[src/rtl/ram_loader.sv]
// ram_loader: streams program bytes from a byte source into the computer's RAM
// through the global bus (MAR load, then RAM write) while the CPU is held in reset.
// Optional feature macro: LOADER_CHECKSUM_EN adds an 8-bit running checksum output.
module ram_loader #(
  parameter int RAM_ADDRESS_BITS = 8,
  parameter int RAM_SIZE         = 256
) (
  input  logic                        clk,
  input  logic                        RESET,
  input  logic                        start,
  input  logic [RAM_ADDRESS_BITS-1:0] start_addr,
  input  logic [RAM_ADDRESS_BITS:0]   length,
  input  logic [7:0]                  byte_in,
  input  logic                        byte_valid,
  output logic                        byte_ready,
  output logic [7:0]                  GLOBAL_BUS,
  output logic                        bus_drive,
  output logic                        mar_in,
  output logic                        ram_in,
  output logic                        RESETn,
  output logic                        RESET_counter,
  output logic                        busy,
  output logic                        done
`ifdef LOADER_CHECKSUM_EN
  ,
  output logic [7:0]                  checksum
`endif
);

  localparam int AW = RAM_ADDRESS_BITS;
  localparam int LW = RAM_ADDRESS_BITS + 1;

  typedef enum logic [2:0] {
    IDLE,
    WAIT_BYTE,
    ADDR,
    DATA,
    FINISH
  } state_t;

  state_t        state, state_next;
  logic [AW-1:0] addr_q;
  logic [LW-1:0] len_q;
  logic [LW-1:0] count_q;
  logic [7:0]    data_q;
  logic          rstn_q;
  logic          last_byte;
  logic [AW-1:0] addr_inc;

  assign last_byte = (count_q == len_q - LW'(1));
  assign addr_inc  = (addr_q == AW'(RAM_SIZE - 1)) ? '0 : addr_q + AW'(1);

  // State register
  always_ff @(posedge clk or posedge RESET) begin
    if (RESET) state <= IDLE;
    else       state <= state_next;
  end

  // Next-state logic; start is only looked at in IDLE, byte_valid only in WAIT_BYTE
  always_comb begin
    state_next = state;
    unique case (state)
      IDLE:      if (start) state_next = (length == '0) ? FINISH : WAIT_BYTE;
      WAIT_BYTE: if (byte_valid) state_next = ADDR;
      ADDR:      state_next = DATA;
      DATA:      state_next = last_byte ? FINISH : WAIT_BYTE;
      FINISH:    state_next = IDLE;
      default:   state_next = IDLE;
    endcase
  end

  // Load parameters, byte holding register and CPU reset flag
  always_ff @(posedge clk or posedge RESET) begin
    if (RESET) begin
      addr_q  <= '0;
      len_q   <= '0;
      count_q <= '0;
      data_q  <= '0;
      rstn_q  <= 1'b0;
    end else begin
      unique case (state)
        IDLE: begin
          if (start) begin
            addr_q  <= start_addr;
            len_q   <= length;
            count_q <= '0;
            rstn_q  <= 1'b0;
          end
        end
        WAIT_BYTE: if (byte_valid) data_q <= byte_in;
        DATA: begin
          if (!last_byte) begin
            count_q <= count_q + LW'(1);
            addr_q  <= addr_inc;
          end
        end
        FINISH:  rstn_q <= 1'b1;
        default: ;
      endcase
    end
  end

`ifdef LOADER_CHECKSUM_EN
  // Running sum of bytes written to RAM; holds after FINISH until the next start
  always_ff @(posedge clk or posedge RESET) begin
    if (RESET)                       checksum <= '0;
    else if (state == IDLE && start) checksum <= '0;
    else if (state == DATA)          checksum <= checksum + data_q;
  end
`endif

  // Outputs decoded purely from registered state and data
  always_comb begin
    byte_ready    = 1'b0;
    GLOBAL_BUS    = '0;
    bus_drive     = 1'b0;
    mar_in        = 1'b0;
    ram_in        = 1'b0;
    RESET_counter = 1'b0;
    done          = 1'b0;
    busy          = (state != IDLE);
    RESETn        = rstn_q;
    unique case (state)
      WAIT_BYTE: byte_ready = 1'b1;
      ADDR: begin
        GLOBAL_BUS = 8'(addr_q);
        bus_drive  = 1'b1;
        mar_in     = 1'b1;
      end
      DATA: begin
        GLOBAL_BUS = data_q;
        bus_drive  = 1'b1;
        ram_in     = 1'b1;
      end
      FINISH: begin
        done          = 1'b1;
        RESET_counter = 1'b1;
      end
      default: ;
    endcase
  end

endmodule

[config.mk]
export PLATFORM = sky130hd
export DESIGN_NAME = ram_loader
export DESIGN_NICKNAME = d
export VERILOG_FILES = /design/src/rtl/ram_loader.sv
export SDC_FILE = /design/constraint.sdc
export NUM_CORES = 1
export LEC_CHECK = 0
export ABC_AREA = 1
export ABC_CLOCK_PERIOD_IN_PS = 2000
export BUFFER_PORTS_ARGS = -buffer_cell sky130_fd_sc_hd__buf_2
export CAP_MARGIN = 20
export CORE_MARGIN = 5
export CORE_UTILIZATION = 35
export CTS_CLUSTER_SIZE = 30
export DETAILED_ROUTE_END_ITERATION = 6
export GPL_TIMING_DRIVEN = 0
export HOLD_SLACK_MARGIN = 0.06
export PLACE_DENSITY = 0.55
export SYNTH_ARGS = -nofsm -noshare
export SYNTH_HDL_FRONTEND = slang
export SYNTH_SLANG_ARGS = --single-unit
[constraint.sdc]
create_clock -name clk -period 2 [get_ports clk]
set_input_delay 0.6 -clock clk [delete_from_list [all_inputs] [get_ports clk]]
set_output_delay 0.6 -clock clk [all_outputs]
set_load 0.02 [all_outputs]
; Word level (Yosys, flattened, before mapping)
; Index checks and enable logic that the tools add are counted.
[word_totals]
register_bits = 38
latch_bits = 0
ram_bits = 0
romBits = 0
wordCells = 49
mem_count = 0
[classes]
n_addsub = 3
mul = 0
n_div = 0
order_cmp = 0
n_eq_ne = 9
shift = 0
mux = 20
bitwise = 0
reduce_logical = 11
[ops]
columns = op, n
row1 = case mux 8 bit (2 select lines), 2
row2 = 2-to-1 mux 8 bit, 3
row3 = 2-to-1 mux 9 bit, 2
row4 = case mux 9 bit (2 select lines), 1
row5 = 2-to-1 mux 3 bit, 4
row6 = case mux 3 bit (4 select lines), 1
row7 = "adder 9 x 1 -> 9 bit, second input constant", 1
row8 = equality test 9 bit, 1
row9 = logical NOT 9 bit, 1
row10 = "subtractor 9 x 1 -> 9 bit, second input constant", 1
row11 = "adder 8 x 1 -> 8 bit, second input constant", 1
row12 = "equality test 8 bit, second input constant", 1
row13 = AND reduction 2 bit, 4
row14 = "equality test 3 x 2 -> 1 bit, second input constant", 2
row15 = 2-to-1 mux 1 bit, 6
row16 = "!= test 2 bit, second input constant", 3
row17 = nonzero test 2 bit, 2
row18 = "equality test 3 x 1 -> 1 bit, second input constant", 1
row19 = "equality test 3 bit, second input constant", 1
row20 = logical NOT 3 bit, 1
row21 = AND reduction 3 bit, 1
row22 = nonzero test 3 bit, 1
row23 = case mux 1 bit (2 select lines), 1
row24 = OR reduction 2 bit, 1

; Longest topological paths before layout
[logic_depth]
ltp_word = 4
mapped_depth = 15
ltp_nobuf = 15

; Least setup slack after synthesis
; OpenSTA, ideal clock, no wires.
[synth_timing]
kind = flip-flop to output port
startpoint = register state[1]
endpoint = output port GLOBAL_BUS[0]
arrival_time_ns = 1.494
t_required_ns = 1.400
path_slack_ns = -0.094
path_stages_with_launch = 7
path_cell_list = dfrtp_1 > inv_1 > nor2_1 > nand2_1 > inv_1 > nand2_1 > o21ai_0
[synth_between]
elab_chain_cells = 2
word_cells_on_any_way = 3
classes_between = eq/ne: 2 / mux: 1
[synth_lines]
columns = item, line
row1 = "start, declared", 41  ; state_t state, state_next;
row2 = "start signal, assigned", 56  ; else state <= state_next;
row3 = equality test 3 x 2 -> 1 bit, 123  ; unique case (state)
row4 = case mux 8 bit (2 select lines) *, 123
row5 = "end, declared", 16  ; output logic [7:0] GLOBAL_BUS,
; Every way passes the cells marked *; elsewhere a longest branch is shown, timed or not.

; Worst setup path after layout
[layout_timing]
startpoint = register state[2]
endpoint = output port GLOBAL_BUS[1]
; The elaborated chain is that of the path after synthesis.

==> results <==
- The total leakage power is 1.63 nW.
- The launch point of the critical path is state[2].
- The worst hold-check path type is in2async.
- Relative to the synthesized area, the layout overhead comes to 27.5%.
- The average via count per standard cell is 4.89.
- The later-pin clock latency in the skew report is 0.30 ns.
- By area the synthesized netlist is led by dfrtp_1 39%, nand2_1 17%, nand3_1 9.4%, inv_1 6.9%, nor2_1 5.0%.
- The final reports fail on setup timing.
- The global route total overflow is 0.
- The number of violations of the max-capacitance limit is 0.
- The number of routed nets with antenna violations is 0.
- The netlist uses 27 different library cells.
- The worst register-to-register path has a setup slack of 0.14 ns.
- Between clock sinks in the finished design, the worst skew comes to 0.00353 ns.
- The power per cell area is 1450 mW/mm^2.
- After detailed routing, the average wire length per cell comes to 12.9 um.
- The most common library cell in the layout ignoring fill and taps is nand2_1.
- The largest individual stage delay along the critical path comes from the cell dfrtp_2.
- The synthesized net count is 381.
- Setup repair after global routing could not meet its margin everywhere.
- Synthesis inferred 38 register bits.
- The number of nets in the finished design is 444.
- The flow ran to the end, but the final reports show violations.
- After synthesis, the largest family of logic cells by area is simple AND/OR/NAND/NOR gates.
- The master cell of the clock root buffer is clkbuf_8.
- VDD sags by at most 0.000599 V.
- The final worst-path cycle share is 101%.
- The die height is 93.0 um.
- The number of sinks on the clock net is 38.
- The die is 93.0 um wide.
- The global placement routability congestion is 0.786.
- The total clock buffers created by CTS is 5.
- The endpoint class of the critical path is a primary output.
- In this run, placement finished with an instance count of 473.
- The xor and xnor fraction of the mapped netlist area is 4.73%.
- The synthesized-area fraction occupied by ao, oa, aoi and oai cells is 7.69%.
- The maximum achievable frequency is 494 MHz.
- In this run the critical register-to-register path is captured at count_q[3].
- The core outline area is 0.00676 mm^2.
- The HPWL reported at the end of detailed placement is 4660 um.
- The number of cells on the worst reg-to-reg path is 12.
- The clock-pin slew on the worst setup and hold paths is 0.08 ns.
- During I/O placement, the number of pins put on the boundary was 45.
- The worst slack after detailed placement is -0.0529 ns.
- Yosys printed 0 warnings.
- The number of cells in the finished layout apart from fillers is 493.
- Synthesis produced a netlist whose cell count is 349.
- The overall track demand over capacity in global routing is 15.7%.
- The mapped netlist covers 0.00241 mm^2.
- The initial antenna violation count came to 0.
- At the pin with the least slew margin, the transition time is 0.844 ns.
- The synthesized-area fraction occupied by adder cells is 1.56%.
- The critical path class is reg2out.
- In this run, post-CTS hold repair placed 0 buffers.
- The data arrival at the endpoint of the critical path is 1.43 ns.
- The hold violation total from the final report is 0.
- Entering global routing, the biggest net connects 39 pins.
- The DRC marker count from the first detailed-route iteration is 89.
- Measured against the total synthesized area, the mux share comes to 0%.
- The sequential share of the synthesized area is 39.5%.
- The largest single stage delay on the critical path is 0.45 ns.
- The synthesized area per cell is 6.90 um^2.
- Port buffering added 44 buffers.
- Data on the critical path is required at its endpoint by 1.40 ns.
- The first global-routing pass estimated 10900 um of wire.
- The floorplan step defined a die boundary enclosing 0.00864 mm^2.
- The max-slew violation total from the final report is 0.
- The critical path ends at GLOBAL_BUS[1].
- Setup violations remaining at the end of the flow were counted as 3.
- The total wire length is 6340 um.
- Setup slack on the critical path of the routed design comes to -0.0263 ns.
- In this run the biggest area consumer among cell types represents 39.5% of the synthesized area.
- The initialized floorplan defines 30 standard-cell rows.
- The TritonCTS clock tree is yes.
- Once layout is complete, the utilization of the core stands at 45.4%.
- The library cells used most frequently in the layout, excluding fill and tap cells, are 105 x nand2_1, 45 x nand3_1, 38 x inv_1, 38 x buf_2, 37 x dfrtp_1.
- The post-route netlist has 24.0% of its cells at a drive strength greater than 1.
- In this run the tightest slew margin relative to its limit is 43.6%.
- The pre-antenna-repair detailed-routing pass consisted of 4 iterations.
- The beginning of the worst register-to-register path is len_q[0].
- Along the worst path, the maximum fanout reaches 10.
- The starting density of the core is 35.6%.
- The critical path goes through nor2_4 > nand2_2 > buf_8 > o21ai_1 > buf_4.
- The maximum clock insertion buffer count is 2.
- The H-tree depth reported by CTS is 2.
- The number of global-route vias before repair was 2402.
- Subtracting the final worst setup slack from the clock period gives 2.03 ns.
- The number of antenna diodes in the final layout is 0.
- After detailed routing, the number of remaining DRC violations is 0.
- The synthesized-area fraction occupied by and/or/nand/nor cells is 36.7%.
- Summing over every cut layer, the via total after detailed routing is 2409.
- The biggest area contributor in the post-synthesis netlist is dfrtp_1.
- The startpoint class of the critical path is a flop.
power breakdown:
| part | internal [W] | switching [W] |
|---|---|---|
| logic | 0.000966 | 0.00148 |
| registers | 0.00106 | 0.000265 |
| clock network | 0.000374 | 0.000295 |
synth_stat cells (all sizes together):
cell type / number
dfrtp: 38
a21oi: 10
nand3: 46
nor4: 2
o22ai: 5
clkinv: 2
nor3: 3
nand2: 110
buf: 6
xor2: 7
nor2: 38
clkbuf: 4
xnor2: 6
or2: 1
o21ai: 20
ha: 3
inv: 44
nand4: 4
per-layer routing:
metal  global-route usage, %  up-vias  wire length, um
met5                       0        -                0
met4                    4.88        0              101
met3                    3.98        7              312
met2                    26.7       56             2990
met1                    19.4     1117             2940
li1                        -     1229                -
final cells by class:
cell class / instances / area, um^2
plain buffers: 10 / 78.8
clock buffers: 7 / 76.3
clock inverters: 1 / 30.0
fillers: 738 / 3690
inverters: 46 / 181
multi-input cells: 256 / 1300
flip-flops and latches: 38 / 952
well taps: 80 / 100
repair buffers: 55 / 348
sequential cells by signal (all words and copies together) (netlist names):
name / cells
data_q: 8
state: 3
count_q: 9
RESETn: 1
addr_q: 8
len_q: 9
critical path: cells and delay by family, from the launching register on:
family,cells,cell delay (ns)
AND/OR/NAND/NOR,2,0.20
AO/OA/AOI/OAI,1,0.14
buffers and inverters,2,0.32
flip-flops,1,0.45
timing repair:
item / in CTS / in global routing
buffers inserted: 3 / 8
setup endpoints to repair: 23 / 29
pin swaps: 1 / 8
resized for setup: 24 / 23
cloned: 0 / 1
cell families (layout without fill, tap and decap cells):
group,Yosys count,in the layout
and+or+nand+nor,204,205
buffers and inverters,56,119
DFF,38,38
AOI/OAI and AO/OA,35,35
xor gates and xnor gates,13,13
adders and majority gates,3,3
metrics by stage:
step	TNS, ns	area [um^2]	total power [W]	hold slack [ns]
2_1_floorplan	0	2410	0.00283	0.461
3_3_place_gp	-3.52	2730	0.00337	0.451
3_5_place_dp	-0.534	2730	0.00339	0.458
4_1_cts	-0.451	2930	0.00426	0.478
5_1_grt	-0.550	3070	0.00485	0.512
6_report	-0.0475	3070	0.00444	0.469
worst min path at each step:
stage / end / depth (start not counted)
after detailed placement: RESETn / 2
final: state[1] / 2
after floorplan: len_q[8] / 2
after CTS: RESETn / 2
after global placement: RESETn / 2
after global routing: RESETn / 2
(Power assumes the default switching activity.)
